[src/rtl/isr_push_ctrl_if.sv]
`default_nettype none
// ============================================================================
// Module      : isr_push_ctrl_if
// Description : Decoder/ISR/RX-FIFO bundle for isr_push_ctrl.
// Revision    : 1.0 - initial release
// ============================================================================
interface isr_push_ctrl_if #(
    parameter int DATA_W = 32,
    parameter int CNT_W  = 6
);
    logic              penable;
    logic              in_req;
    logic [4:0]        in_bits;
    logic              push_req;
    logic              push_block;
    logic              push_iffull;
    logic              autopush_en;
    logic [4:0]        push_thresh;
    logic [CNT_W-1:0]  isr_count;
    logic [DATA_W-1:0] isr_data;
    logic              rx_full;

    logic              isr_shift;
    logic              isr_clear;
    logic              rx_push;
    logic [DATA_W-1:0] rx_data;
    logic              stall;
    logic              done;
    logic              drop;
    logic [7:0]        drop_count;

    // Master is the decoder/ISR/FIFO side that presents requests and status.
    modport master (
        output penable, in_req, in_bits, push_req, push_block, push_iffull,
               autopush_en, push_thresh, isr_count, isr_data, rx_full,
        input  isr_shift, isr_clear, rx_push, rx_data, stall, done, drop,
               drop_count
    );

    modport slave (
        input  penable, in_req, in_bits, push_req, push_block, push_iffull,
               autopush_en, push_thresh, isr_count, isr_data, rx_full,
        output isr_shift, isr_clear, rx_push, rx_data, stall, done, drop,
               drop_count
    );
endinterface
`default_nettype wire

[src/rtl/isr_push_ctrl.sv]
`default_nettype none
// ============================================================================
// Module      : isr_push_ctrl
// Description : ISR shift/clear and RX FIFO push sequencing with autopush.
//               Optional saturating drop counter: define ISR_DROP_CNT_EN.
// Revision    : 1.0 - initial release
// ============================================================================
module isr_push_ctrl #(
    parameter int DATA_W = 32,
    parameter int CNT_W  = 6
) (
    input  wire logic        clk,
    input  wire logic        reset,
    isr_push_ctrl_if.slave   bus
);
    localparam logic [CNT_W:0] c_max = (CNT_W+1)'(DATA_W);

    typedef enum logic [1:0] {
        S_IDLE      = 2'd0,
        S_AUTO      = 2'd1,
        S_PUSH_WAIT = 2'd2
    } state_t;

    state_t           r_state;
    state_t           w_next;
    logic             w_active;
    logic [CNT_W-1:0] w_bits_val;
    logic [CNT_W-1:0] w_thr;
    logic [CNT_W:0]   w_sum;
    logic [CNT_W-1:0] w_cnt_after;
    logic             w_shift;
    logic             w_clear;
    logic             w_push;
    logic             w_stall;
    logic             w_done;
    logic             w_drop;

    // Reset gates the strobes so nothing escapes while the FSM is being aborted.
    assign w_active    = bus.penable & ~reset;
    assign w_bits_val  = (bus.in_bits == 5'd0)     ? c_max[CNT_W-1:0] : CNT_W'(bus.in_bits);
    assign w_thr       = (bus.push_thresh == 5'd0) ? c_max[CNT_W-1:0] : CNT_W'(bus.push_thresh);
    assign w_sum       = {1'b0, bus.isr_count} + {1'b0, w_bits_val};
    assign w_cnt_after = (w_sum > c_max) ? c_max[CNT_W-1:0] : w_sum[CNT_W-1:0];

    always_ff @(posedge clk or posedge reset) begin
        if (reset) begin
            r_state <= S_IDLE;
        end else if (w_active) begin
            r_state <= w_next;
        end
    end

    always_comb begin
        w_next  = r_state;
        w_shift = 1'b0;
        w_clear = 1'b0;
        w_push  = 1'b0;
        w_stall = 1'b0;
        w_done  = 1'b0;
        w_drop  = 1'b0;
        if (w_active) begin
            case (r_state)
                S_IDLE: begin
                    if (bus.in_req) begin
                        w_shift = 1'b1;
                        if (bus.autopush_en && (w_cnt_after >= w_thr)) begin
                            w_stall = 1'b1;
                            w_next  = S_AUTO;
                        end else begin
                            w_done = 1'b1;
                        end
                    end else if (bus.push_req) begin
                        if (bus.push_iffull && (bus.isr_count < w_thr)) begin
                            w_done = 1'b1;
                        end else if (!bus.rx_full) begin
                            w_push  = 1'b1;
                            w_clear = 1'b1;
                            w_done  = 1'b1;
                        end else if (bus.push_block) begin
                            w_stall = 1'b1;
                            w_next  = S_PUSH_WAIT;
                        end else begin
                            w_clear = 1'b1;
                            w_drop  = 1'b1;
                            w_done  = 1'b1;
                        end
                    end
                end
                S_AUTO, S_PUSH_WAIT: begin
                    if (!bus.rx_full) begin
                        w_push  = 1'b1;
                        w_clear = 1'b1;
                        w_done  = 1'b1;
                        w_next  = S_IDLE;
                    end else begin
                        w_stall = 1'b1;
                    end
                end
                default: w_next = S_IDLE;
            endcase
        end
    end

    assign bus.isr_shift = w_shift;
    assign bus.isr_clear = w_clear;
    assign bus.rx_push   = w_push;
    assign bus.stall     = w_stall;
    assign bus.done      = w_done;
    assign bus.drop      = w_drop;
    // FIFO write data is a straight pass-through of the ISR contents.
    assign bus.rx_data   = bus.isr_data;

`ifdef ISR_DROP_CNT_EN
    logic [7:0] r_drop_count;

    always_ff @(posedge clk or posedge reset) begin
        if (reset) begin
            r_drop_count <= 8'd0;
        end else if (w_drop && (r_drop_count != 8'hFF)) begin
            r_drop_count <= r_drop_count + 8'd1;
        end
    end

    assign bus.drop_count = r_drop_count;
`else
    assign bus.drop_count = 8'd0;
`endif

endmodule
`default_nettype wire

[src/flat_wrapper.sv]
// flat-port wrapper written by rule: the top's interface ports become plain ports
module isr_push_ctrl_flat 
#(
    parameter int DATA_W = 32,
    parameter int CNT_W  = 6
)
  (clk, reset, bus_penable, bus_in_req, bus_in_bits, bus_push_req, bus_push_block, bus_push_iffull, bus_autopush_en, bus_push_thresh, bus_isr_count, bus_isr_data, bus_rx_full, bus_isr_shift, bus_isr_clear, bus_rx_push, bus_rx_data, bus_stall, bus_done, bus_drop, bus_drop_count);
  isr_push_ctrl_if #(.DATA_W(DATA_W), .CNT_W(CNT_W)) bus_i ();
  input  wire logic clk;
  input  wire logic reset;
  input wire logic [$bits(bus_i.penable)-1:0] bus_penable;
  input wire logic [$bits(bus_i.in_req)-1:0] bus_in_req;
  input wire logic [$bits(bus_i.in_bits)-1:0] bus_in_bits;
  input wire logic [$bits(bus_i.push_req)-1:0] bus_push_req;
  input wire logic [$bits(bus_i.push_block)-1:0] bus_push_block;
  input wire logic [$bits(bus_i.push_iffull)-1:0] bus_push_iffull;
  input wire logic [$bits(bus_i.autopush_en)-1:0] bus_autopush_en;
  input wire logic [$bits(bus_i.push_thresh)-1:0] bus_push_thresh;
  input wire logic [$bits(bus_i.isr_count)-1:0] bus_isr_count;
  input wire logic [$bits(bus_i.isr_data)-1:0] bus_isr_data;
  input wire logic [$bits(bus_i.rx_full)-1:0] bus_rx_full;
  output wire logic [$bits(bus_i.isr_shift)-1:0] bus_isr_shift;
  output wire logic [$bits(bus_i.isr_clear)-1:0] bus_isr_clear;
  output wire logic [$bits(bus_i.rx_push)-1:0] bus_rx_push;
  output wire logic [$bits(bus_i.rx_data)-1:0] bus_rx_data;
  output wire logic [$bits(bus_i.stall)-1:0] bus_stall;
  output wire logic [$bits(bus_i.done)-1:0] bus_done;
  output wire logic [$bits(bus_i.drop)-1:0] bus_drop;
  output wire logic [$bits(bus_i.drop_count)-1:0] bus_drop_count;
  assign bus_i.penable = bus_penable;
  assign bus_i.in_req = bus_in_req;
  assign bus_i.in_bits = bus_in_bits;
  assign bus_i.push_req = bus_push_req;
  assign bus_i.push_block = bus_push_block;
  assign bus_i.push_iffull = bus_push_iffull;
  assign bus_i.autopush_en = bus_autopush_en;
  assign bus_i.push_thresh = bus_push_thresh;
  assign bus_i.isr_count = bus_isr_count;
  assign bus_i.isr_data = bus_isr_data;
  assign bus_i.rx_full = bus_rx_full;
  assign bus_isr_shift = bus_i.isr_shift;
  assign bus_isr_clear = bus_i.isr_clear;
  assign bus_rx_push = bus_i.rx_push;
  assign bus_rx_data = bus_i.rx_data;
  assign bus_stall = bus_i.stall;
  assign bus_done = bus_i.done;
  assign bus_drop = bus_i.drop;
  assign bus_drop_count = bus_i.drop_count;
  isr_push_ctrl #(.DATA_W(DATA_W), .CNT_W(CNT_W)) u_core (.clk(clk), .reset(reset), .bus(bus_i));
endmodule
[config.mk]
export PLATFORM = sky130hd
export DESIGN_NAME = isr_push_ctrl_flat
export DESIGN_NICKNAME = d
export VERILOG_FILES = /design/src/rtl/isr_push_ctrl_if.sv /design/src/rtl/isr_push_ctrl.sv /design/src/flat_wrapper.sv
export SDC_FILE = /design/constraint.sdc
export NUM_CORES = 1
export LEC_CHECK = 0
export CAP_MARGIN = 20
export CORE_ASPECT_RATIO = 0.6
export CORE_MARGIN = 10
export CORE_UTILIZATION = 31
export DETAILED_ROUTE_END_ITERATION = 10
export GPL_TIMING_DRIVEN = 0
export PLACE_DENSITY_LB_ADDON = 0.1
export RECOVER_POWER = 50
export SETUP_SLACK_MARGIN = 0.3
export SLEW_MARGIN = 20
export SYNTH_ARGS = -nofsm -noshare
export SYNTH_HDL_FRONTEND = slang
export SYNTH_SLANG_ARGS = --single-unit
export TNS_END_PERCENT = 5
[constraint.sdc]
create_clock -name clk -period 4.3 [get_ports clk]
set_input_delay 0.645 -clock clk [delete_from_list [all_inputs] [get_ports clk]]
set_output_delay 0.645 -clock clk [all_outputs]
set_load 0.01 [all_outputs]
# Yosys cells after proc, flatten, opt, wreduce, memory -nomap -nowiden
# Index checks and enable logic that the tools add are counted.
# word_totals
register_bits	2
wordCells	70
output_inout_bits	46
inputBits	57
# classes
add_sub_neg	1
magnitude_cmp	3
reduce_logical	7
bitwise_logic	2
n_eq_ne	8
muxes	48
# op_table
cell	n
$mux 1	33
$mux 6	3
$mux 2	7
$ne 3x3->1 const B	4
$logic_not 5->1	2
$pmux 1 s2	4
$add 6x6->7	1
$gt 7x6->1 const B	1
$reduce_and 7->1	1
$ge 6x6->1	1
$lt 6x6->1	1
$pmux 2 s2	1
$ne 3x2->1 const B	1
$eq 2x1->1 const B	1
$eq 2x2->1 const B	1
$logic_and 1x1->1	2
$logic_not 2->1	1
$ne 2x2->1 const B	1
$reduce_or 2->1	1
$and 1x1->1	1
$not 1->1	1

# Longest topological paths before layout
# Gate-level depths: netlist of run 1.
# logic_depth
word_depth	11
ltp_mapped	14
ltp_nobuf	13

# Worst setup path before layout of run 1
# No wires, ideal clock.
# synth_timing
path_type	input -> output
start	in bus_in_bits[0]
end	out bus_done
required_time_ps	3655
path_slack_ps	685
n_path_buf	1
arrival_ps	2970
cell_stages	14
path_cell_list	clkbuf_1 ha_1 fa_1 a21o_1 a21oi_2 and3_1 o21ai_2 nor2_1 ha_1 a21o_1 a31oi_1 o21ai_0 a21o_1 nand2_1
# synth_between
elab_chain_len	11
# synth_rtl
item	line	text
from (decl)	flat_wrapper.sv:13	input wire logic [$bits(bus_i.in_bits)-1:0] bus_in_bits;
$logic_not 5->1	isr_push_ctrl.sv:40	assign w_bits_val = (bus.in_bits == 5'd0) ? c_max[CNT_W-1:0] : CNT_W'(bus.in_bits);
$mux 6 *	isr_push_ctrl.sv:40	
$add 6x6->7 *	isr_push_ctrl.sv:42	assign w_sum = {1'b0, bus.isr_count} + {1'b0, w_bits_val};
$gt 7x6->1	isr_push_ctrl.sv:43	assign w_cnt_after = (w_sum > c_max) ? c_max[CNT_W-1:0] : w_sum[CNT_W-1:0];
$mux 6 *	isr_push_ctrl.sv:43	
$ge 6x6->1 *	isr_push_ctrl.sv:66	if (bus.autopush_en && (w_cnt_after >= w_thr)) begin
$logic_and 1x1->1 *	isr_push_ctrl.sv:66	
$mux 1 *	isr_push_ctrl.sv:66	
$mux 1 *	isr_push_ctrl.sv:64	if (bus.in_req) begin
$pmux 1 s2 *	isr_push_ctrl.sv:62	case (r_state)
$mux 1 *	isr_push_ctrl.sv:61	if (w_active) begin
to (decl)	flat_wrapper.sv:27	output wire logic [$bits(bus_i.done)-1:0] bus_done;
# Every way passes the cells marked *; elsewhere a longest branch is shown, timed or not.

# Final worst setup path of run 1
# layout_timing
start	in bus_in_bits[2]
end	out bus_done
# The elaborated chain is that of the path after synthesis.

==> results of run 1 <==
## cell type report
class / count / area, um^2
Buffer: 45 / 327
Timing Repair Buffer: 75 / 714
Inverter: 12 / 45.0
Sequential cell: 2 / 50.0
Multi-Input combinational cell: 98 / 850
Tap cell: 45 / 56.3
Fill cell: 292 / 1280
Clock buffer: 3 / 41.3
## where the power goes
part           internal (mW)  switching [mW]
Clock                 0.0594          0.0172
Combinational          0.150           0.127
Sequential            0.0252         0.00534
Total                  0.234           0.150
## cell usage in the layout, fill, tap and decap left out, types with 4 or more instances in the layout
master | Yosys | layout
a21o_1 | 5 | 5
dlymetal6s2s_1 | 0 | 5
conb_1 | 1 | 8
nand3_1 | 4 | 4
inv_1 | 12 | 12
ha_4 | 0 | 4
nor2_1 | 10 | 8
clkdlybuf4s50_1 | 0 | 30
dlygate4sd3_1 | 1 | 21
ha_1 | 19 | 14
buf_4 | 40 | 51
nor2b_1 | 5 | 5
a21oi_1 | 7 | 5
nand2_1 | 7 | 7
## through the flow
stage / cells / setup TNS [ps] / total power, mW / utilization [%] / area, um^2
floorplan: 157 / 0 / 0.172 / - / 1150
global placement: 264 / -865 / 0.261 / 54.4 / 1830
detailed placement: 264 / -999 / 0.272 / 54.4 / 1830
CTS: 277 / 0 / 0.374 / 59.0 / 1980
global route: 280 / 0 / 0.415 / 61.9 / 2080
finish: 280 / 0 / 0.384 / 61.9 / 2080
## logic make-up after synthesis
family          after synthesis  synth area share [%]
simple gates                 37                  18.6
xor+xnor                      3                  2.34
buf+inv                      57                  32.9
other cells                   1                 0.333
flops                         2                  4.45
compound gates               30                  18.5
fa+ha+maj                    20                  22.9
## Yosys cell counts (2+ instances only)
library cell / number
buf_4: 40
ha_1: 19
inv_1: 12
nor2_1: 10
a21oi_1: 7
nand2_1: 7
a21o_1: 5
nor2b_1: 5
clkbuf_1: 4
nand3_1: 4
o21ai_0: 4
a211oi_1: 2
dfrtp_1: 2
nand2b_1: 2
nor3_1: 2
o21ai_1: 2
o21ai_2: 2
xnor2_1: 2
## worst paths after layout
check	from	to	slack [ps]	cells past startpoint
min in group asynchronous	reset	u_core.r_state[1]$_DFFE_PP0P_	750	2
max reg2reg	u_core.r_state[0]$_DFFE_PP0P_	u_core.r_state[1]$_DFFE_PP0P_	2740	5
min reg2reg	u_core.r_state[1]$_DFFE_PP0P_	u_core.r_state[1]$_DFFE_PP0P_	570	1
min	u_core.r_state[1]$_DFFE_PP0P_	u_core.r_state[1]$_DFFE_PP0P_	570	1
max in group asynchronous	reset	u_core.r_state[0]$_DFFE_PP0P_	3440	2
max	bus_in_bits[2]	bus_done	380	14
## layer usage
| layer | GRT usage (%) | part of all wire (%) | vias up | wire length [um] |
|---|---|---|---|---|
| met5 | 0 | 0 | - | 0 |
| met4 | 4.69 | 1.5 | 0 | 70 |
| met3 | 6.90 | 14 | 6 | 653 |
| met2 | 21.0 | 43 | 91 | 1970 |
| met1 | 14.4 | 41 | 546 | 1890 |
| li1 | - | - | 632 | - |
## worst max-delay path: stages
cell	delay, ps
clkdlybuf4s15_1	180
or4_4	500
nor2_4	130
ha_4	210
and3_4	160
o21ai_4	210
nor2_1	80
ha_1	310
a21o_1	210
a31oi_4	160
o21ai_2	110
a21o_1	180
nand2_1	60
buf_2	130
## repair_timing
action	in CTS	in global routing
buffers inserted	10	3
resized for setup	27	25
setup endpoints to repair	2	3
pin swaps	19	17
==> metrics.txt, run 1 <==
# TYPE chip_impl_metric gauge
chip_impl_info{name="status",value="finished, final reports clean"} 1
chip_impl_metric{name="total_via_count_after_detailed_routing",unit=""} 1275
chip_impl_metric{name="cts_buffers",unit=""} 3
chip_impl_metric{name="route.detailed.vias_per_inst",unit=""} 4.55
chip_impl_metric{name="n_antenna_cell",unit=""} 0
chip_impl_metric{name="io_buffer_count",unit=""} 62
chip_impl_metric{name="cts-root-to-sink-buffers",unit=""} 2
chip_impl_metric{name="hold_ws",unit="ps"} 572
chip_impl_info{name="critical_path.endpoint_type",value="primary output"} 1
chip_impl_metric{name="ctsHoldBuffers",unit=""} 0
chip_impl_metric{name="final_hold_viol_count",unit=""} 0
chip_impl_metric{name="area_growth",unit="%"} 85.2
chip_impl_metric{name="synth_area",unit="mm^2"} 0.00112
chip_impl_metric{name="core",unit="mm^2"} 0.00336
chip_impl_info{name="biggestRegsByFlops",value="u_core.r_state x2"} 1
chip_impl_metric{name="drcViolationCount",unit=""} 0
chip_impl_metric{name="synth_top_cell_area_share",unit="%"} 26.7
chip_impl_metric{name="min_period_over_period",unit="%"} 91.2
chip_impl_metric{name="power-per-cell-area",unit="mW/mm^2"} 184
chip_impl_metric{name="worstPathMaxFanout",unit=""} 4
chip_impl_metric{name="track_usage",unit="%"} 13.0
chip_impl_metric{name="preCtsSetupSlack",unit="ps"} -553
chip_impl_metric{name="syn_avg_cell_area",unit="um^2"} 7.50
chip_impl_metric{name="dieWidth",unit="um"} 97.8
chip_impl_info{name="ys.flop_type",value="dfrtp_1"} 1
chip_impl_metric{name="power.ir.vdd_worst",unit="V"} 0.000106
chip_impl_metric{name="worst_clock_skew",unit="ps"} 2.65
chip_impl_metric{name="row_count",unit=""} 16
chip_impl_info{name="clock-root-buffer",value="clkbuf_8"} 1
chip_impl_metric{name="clkTransAtPathRegs",unit="ps"} 30
chip_impl_metric{name="share_of_synthesized_area_occupied_by_flip_flops_and_latches",unit="%"} 4.45
chip_impl_metric{name="grt.overflow.total",unit=""} 0
chip_impl_info{name="largest-register",value="u_core.r_state"} 1
chip_impl_info{name="rsz0062_at_grt",value="true"} 1
chip_impl_metric{name="io_pins",unit=""} 103
chip_impl_metric{name="grt_first_pass_wirelength",unit="um"} 7040
chip_impl_metric{name="final.setup.worst_slack",unit="ps"} 379
chip_impl_metric{name="fraction_of_layout_cells_with_a_size_suffix_above_1",unit="%"} 36.2
chip_impl_metric{name="ant_nets",unit=""} 0
chip_impl_metric{name="first_global_vias",unit=""} 1421
chip_impl_metric{name="initial_core_util",unit="%"} 33.4
chip_impl_metric{name="wl_per_cell",unit="um"} 16.4
chip_impl_metric{name="design.final.nets",unit=""} 314
chip_impl_info{name="hold_path_class",value="reg2reg"} 1
chip_impl_metric{name="gpl.final_weighted_congestion",unit=""} 0.795
chip_impl_metric{name="report.final.slew_viol_count",unit=""} 0
chip_impl_metric{name="timing.max_cap.violations",unit=""} 0
chip_impl_info{name="post_synth_main_area_contributors",value="buf_4 27%, ha_1 21%, dfrtp_1 4.4%"} 1
chip_impl_metric{name="number_of_antenna_violations_at_the_first_check_in_global_routing",unit=""} 0
chip_impl_metric{name="post-route-min-period",unit="ps"} 3920
chip_impl_metric{name="largest_net_degree_at_the_start_of_global_routing",unit=""} 8
chip_impl_metric{name="asyncSetResetFlopFracSynth",unit="%"} 100
chip_impl_metric{name="clkLatencyLatePin",unit="ps"} 220
chip_impl_metric{name="cts_htree_levels",unit=""} 1
chip_impl_metric{name="synth-seq-cells",unit=""} 2
chip_impl_metric{name="cp.required",unit="ps"} 3650
chip_impl_metric{name="dp_hpwl",unit="um"} 3890
chip_impl_metric{name="synth_enable_flop_cells",unit=""} 0
chip_impl_metric{name="max_freq",unit="GHz"} 0.255
chip_impl_metric{name="chipHeight",unit="um"} 66.7
chip_impl_metric{name="cellLeakagePower",unit="nW"} 1.04
chip_impl_metric{name="syn_inst",unit=""} 150
chip_impl_info{name="tritoncts",value="built"} 1
chip_impl_metric{name="detail_route.iter0.violations",unit=""} 110
chip_impl_metric{name="totalWireLength",unit="um"} 4590
chip_impl_info{name="critPathLaunchType",value="input pin"} 1
chip_impl_info{name="worstSetupPathType",value="in2out"} 1
chip_impl_metric{name="die_area",unit="mm^2"} 0.00652
chip_impl_metric{name="arrival",unit="ps"} 3280
chip_impl_metric{name="synth_warn",unit=""} 0
chip_impl_metric{name="setup_viol",unit=""} 0
chip_impl_metric{name="drt-pass1-iter-count",unit=""} 4
chip_impl_metric{name="synth.lib_cells_used.distinct",unit=""} 37
chip_impl_metric{name="flip_flop_count_of_the_largest_register_all_copies_and_words_added",unit=""} 2
chip_impl_metric{name="cts.sink_count",unit=""} 2
chip_impl_info{name="yosys.area.top_type",value="buf_4"} 1
Note: power is estimated with default switching activity, not from simulation.
==> inputs of run 2 (changes only) <==
- CTS_CLUSTER_SIZE: not set -> 28
- PLACE_DENSITY: not set -> 0.83
- PLACE_DENSITY_LB_ADDON: 0.1 -> not set
==> metrics.txt, run 2 (same netlist as run 1, synthesis figures left out) <==
# TYPE chip_impl_metric gauge
chip_impl_info{name="status",value="finished, final reports clean"} 1
chip_impl_metric{name="detail_route.iter0.violations",unit=""} 31
chip_impl_metric{name="rrSetupSlack",unit="ps"} 2760
chip_impl_metric{name="gpl.final_weighted_congestion",unit=""} 0.894
chip_impl_info{name="r2r_end",value="u_core.r_state[1]$_DFFE_PP0P_"} 1
chip_impl_metric{name="largest_net_degree_at_the_start_of_global_routing",unit=""} 8
chip_impl_metric{name="whs_path_depth",unit=""} 2
chip_impl_metric{name="cellLeakagePower",unit="nW"} 1.02
chip_impl_metric{name="power.ir.vdd_worst",unit="V"} 0.000167
chip_impl_metric{name="grt.overflow.total",unit=""} 0
chip_impl_metric{name="place_inst",unit=""} 264
chip_impl_metric{name="total_via_count_after_detailed_routing",unit=""} 1209
chip_impl_info{name="clock-root-buffer",value="clkbuf_8"} 1
chip_impl_info{name="layout_commonest_cell",value="buf_4"} 1
chip_impl_info{name="biggestRegsByFlops",value="u_core.r_state x2"} 1
chip_impl_metric{name="track_usage",unit="%"} 11.5
chip_impl_metric{name="power-per-cell-area",unit="mW/mm^2"} 183
chip_impl_info{name="rsz0062_at_grt",value="true"} 1
chip_impl_info{name="timing.rr.start",value="u_core.r_state[0]$_DFFE_PP0P_"} 1
chip_impl_info{name="most-common-layout-cells",value="52 x buf_4, 31 x clkdlybuf4s50_1, 21 x dlygate4sd3_1, 15 x ha_1, 12 x inv_1"} 1
chip_impl_metric{name="clkLatencyLatePin",unit="ps"} 220
chip_impl_metric{name="io_buffer_count",unit=""} 62
chip_impl_info{name="worstSetupPathType",value="in2out"} 1
chip_impl_metric{name="row_count",unit=""} 16
chip_impl_metric{name="area_growth",unit="%"} 83.4
chip_impl_metric{name="ant_nets",unit=""} 0
chip_impl_metric{name="power.share.combinational",unit="%"} 72.1
chip_impl_metric{name="wl_per_cell",unit="um"} 14.8
chip_impl_metric{name="cts_buffers",unit=""} 3
chip_impl_metric{name="fraction_of_layout_cells_with_a_size_suffix_above_1",unit="%"} 34.6
chip_impl_info{name="worstSetupStartpoint",value="bus_isr_count[0]"} 1
chip_impl_metric{name="timing.max_cap.violations",unit=""} 0
chip_impl_metric{name="finish.cell_count_without_fillers",unit=""} 279
chip_impl_metric{name="io_pins",unit=""} 103
chip_impl_metric{name="cts.sink_count",unit=""} 2
chip_impl_info{name="largest-register",value="u_core.r_state"} 1
chip_impl_metric{name="core",unit="mm^2"} 0.00336
chip_impl_metric{name="totalWireLength",unit="um"} 4140
chip_impl_metric{name="flip_flop_count_of_the_largest_register_all_copies_and_words_added",unit=""} 2
chip_impl_metric{name="share_seq_of_total_power",unit="%"} 7.7
chip_impl_info{name="critPathLaunchType",value="input pin"} 1
chip_impl_info{name="hold_path_class",value="reg2reg"} 1
chip_impl_metric{name="design_power_total",unit="mW"} 0.378
chip_impl_metric{name="max_freq",unit="GHz"} 0.255
chip_impl_metric{name="drcViolationCount",unit=""} 0
chip_impl_metric{name="total_switching_power",unit="mW"} 0.144
chip_impl_metric{name="number_of_antenna_violations_at_the_first_check_in_global_routing",unit=""} 0
chip_impl_metric{name="dpl_cell_area",unit="mm^2"} 0.00183
chip_impl_metric{name="dieWidth",unit="um"} 97.8
chip_impl_metric{name="grt_first_pass_wirelength",unit="um"} 6220
chip_impl_metric{name="chipHeight",unit="um"} 66.7
chip_impl_metric{name="share_clk_of_total_power",unit="%"} 20.2
chip_impl_metric{name="setup_viol",unit=""} 0
chip_impl_metric{name="clkTransAtPathRegs",unit="ps"} 30
chip_impl_metric{name="worstPathMaxFanout",unit=""} 5
chip_impl_metric{name="hold_ws",unit="ps"} 551
chip_impl_metric{name="n_antenna_cell",unit=""} 0
chip_impl_info{name="timing.critical_path.to",value="bus_done"} 1
chip_impl_metric{name="fillCellCount",unit=""} 292
chip_impl_metric{name="initial_core_util",unit="%"} 33.4
chip_impl_metric{name="report.final.slew_viol_count",unit=""} 0
chip_impl_metric{name="layout.cell_area.non_filler",unit="mm^2"} 0.00206
chip_impl_metric{name="worst_clock_skew",unit="ps"} 6.02
chip_impl_info{name="tritoncts",value="built"} 1
chip_impl_metric{name="design.final.nets",unit=""} 313
chip_impl_metric{name="drt-pass1-iter-count",unit=""} 4
chip_impl_info{name="critical_path.endpoint_type",value="primary output"} 1
chip_impl_metric{name="cts_htree_levels",unit=""} 1
chip_impl_metric{name="cp.required",unit="ps"} 3650
chip_impl_metric{name="route.detailed.vias_per_inst",unit=""} 4.33
chip_impl_metric{name="dp_hpwl",unit="um"} 3490
chip_impl_metric{name="switching_share",unit="%"} 38.0
chip_impl_metric{name="first_global_vias",unit=""} 1262
chip_impl_metric{name="min_period_over_period",unit="%"} 91.2
chip_impl_metric{name="r2r_cells",unit=""} 5
chip_impl_metric{name="arrival",unit="ps"} 3280
chip_impl_metric{name="post-route-min-period",unit="ps"} 3920
chip_impl_metric{name="final_hold_viol_count",unit=""} 0
chip_impl_metric{name="internal_power",unit="mW"} 0.234
chip_impl_metric{name="cts-root-to-sink-buffers",unit=""} 2
chip_impl_metric{name="die_area",unit="mm^2"} 0.00652
==> run 2: cell types whose count changed in the layout (fill, tap and decap cells not counted), sizes merged <==
cell	before	now
clkbuf	9	8
buf	57	55
dlymetal6s2s	5	4
clkdlybuf4s15	1	2
clkdlybuf4s50	30	31
dlygate4sd2	0	1
==> run 2: cell type report <==
class | instances | area, um^2 | share of cell area, %
inverters | 12 | 45.0 | 2.18
clock buffers | 3 | 41.3 | 2.00
well taps | 45 | 56.3 | 2.73
plain buffers | 45 | 333 | 16.1
repair buffers | 74 | 706 | 34.2
flip-flops and latches | 2 | 50.0 | 2.43
multi-input cells | 98 | 832 | 40.3
==> run 2: what timing repair did <==
item | in CTS | in global routing
hold buffers | 0 | 0
pin swaps | 14 | 17
setup endpoints to repair | 2 | 3
gates resized for setup | 24 | 22
buffers inserted | 6 | 6
==> run 2: metal layers <==
| metal | vias to the layer above | wire length, um | track usage, % |
|---|---|---|---|
| li1 | 628 | - | - |
| met2 | 32 | 2280 | 22.1 |
| met1 | 543 | 1560 | 11.9 |
| met5 | - | 0 | 0 |
| met3 | 6 | 231 | 3.50 |
| met4 | 0 | 64 | 3.97 |
==> run 2: critical path, cell delays in order <==
cell and delay (ps):
clkdlybuf4s15_1 180, ha_2 210, fa_2 360, a21o_1 190
a21oi_2 170, and3_4 220, o21ai_4 90, nor2_1 130
ha_1 250, a21o_1 210, a31oi_4 180, o21ai_2 100
a21o_1 160, nand2_1 80, buf_6 100
==> run 2: stage by stage <==
| stage | setup TNS, ps | setup slack (ps) | util [%] |
|---|---|---|---|
| after floorplan | 0 | 685 | - |
| after global placement | -984 | -567 | 54.4 |
| after detailed placement | -971 | -556 | 54.4 |
| after CTS | 0 | 313 | 57.8 |
| after global routing | 0 | 277 | 61.3 |
| final | 0 | 379 | 61.3 |
==> run 2: worst min-delay path by stage <==
stage                                              from                            end  slack [ps]
after detailed placement  u_core.r_state[0]$_DFFE_PP0P_  u_core.r_state[0]$_DFFE_PP0P_         550
after global routing      u_core.r_state[1]$_DFFE_PP0P_  u_core.r_state[1]$_DFFE_PP0P_         580
final                     u_core.r_state[0]$_DFFE_PP0P_  u_core.r_state[0]$_DFFE_PP0P_         550
after floorplan                                   reset  u_core.r_state[0]$_DFFE_PP0P_         390
after CTS                 u_core.r_state[0]$_DFFE_PP0P_  u_core.r_state[0]$_DFFE_PP0P_         550
after global placement    u_core.r_state[0]$_DFFE_PP0P_  u_core.r_state[0]$_DFFE_PP0P_         550
==> run 2: power by group through the flow <==
stage / clock [mW] / sequential (mW) / combinational, mW
floorplan: 0 / 0.0282 / 0.144
global placement: 0 / 0.0289 / 0.233
detailed placement: 0 / 0.0292 / 0.236
CTS: 0.0768 / 0.0290 / 0.253
global route: 0.0787 / 0.0294 / 0.299
finish: 0.0764 / 0.0289 / 0.272
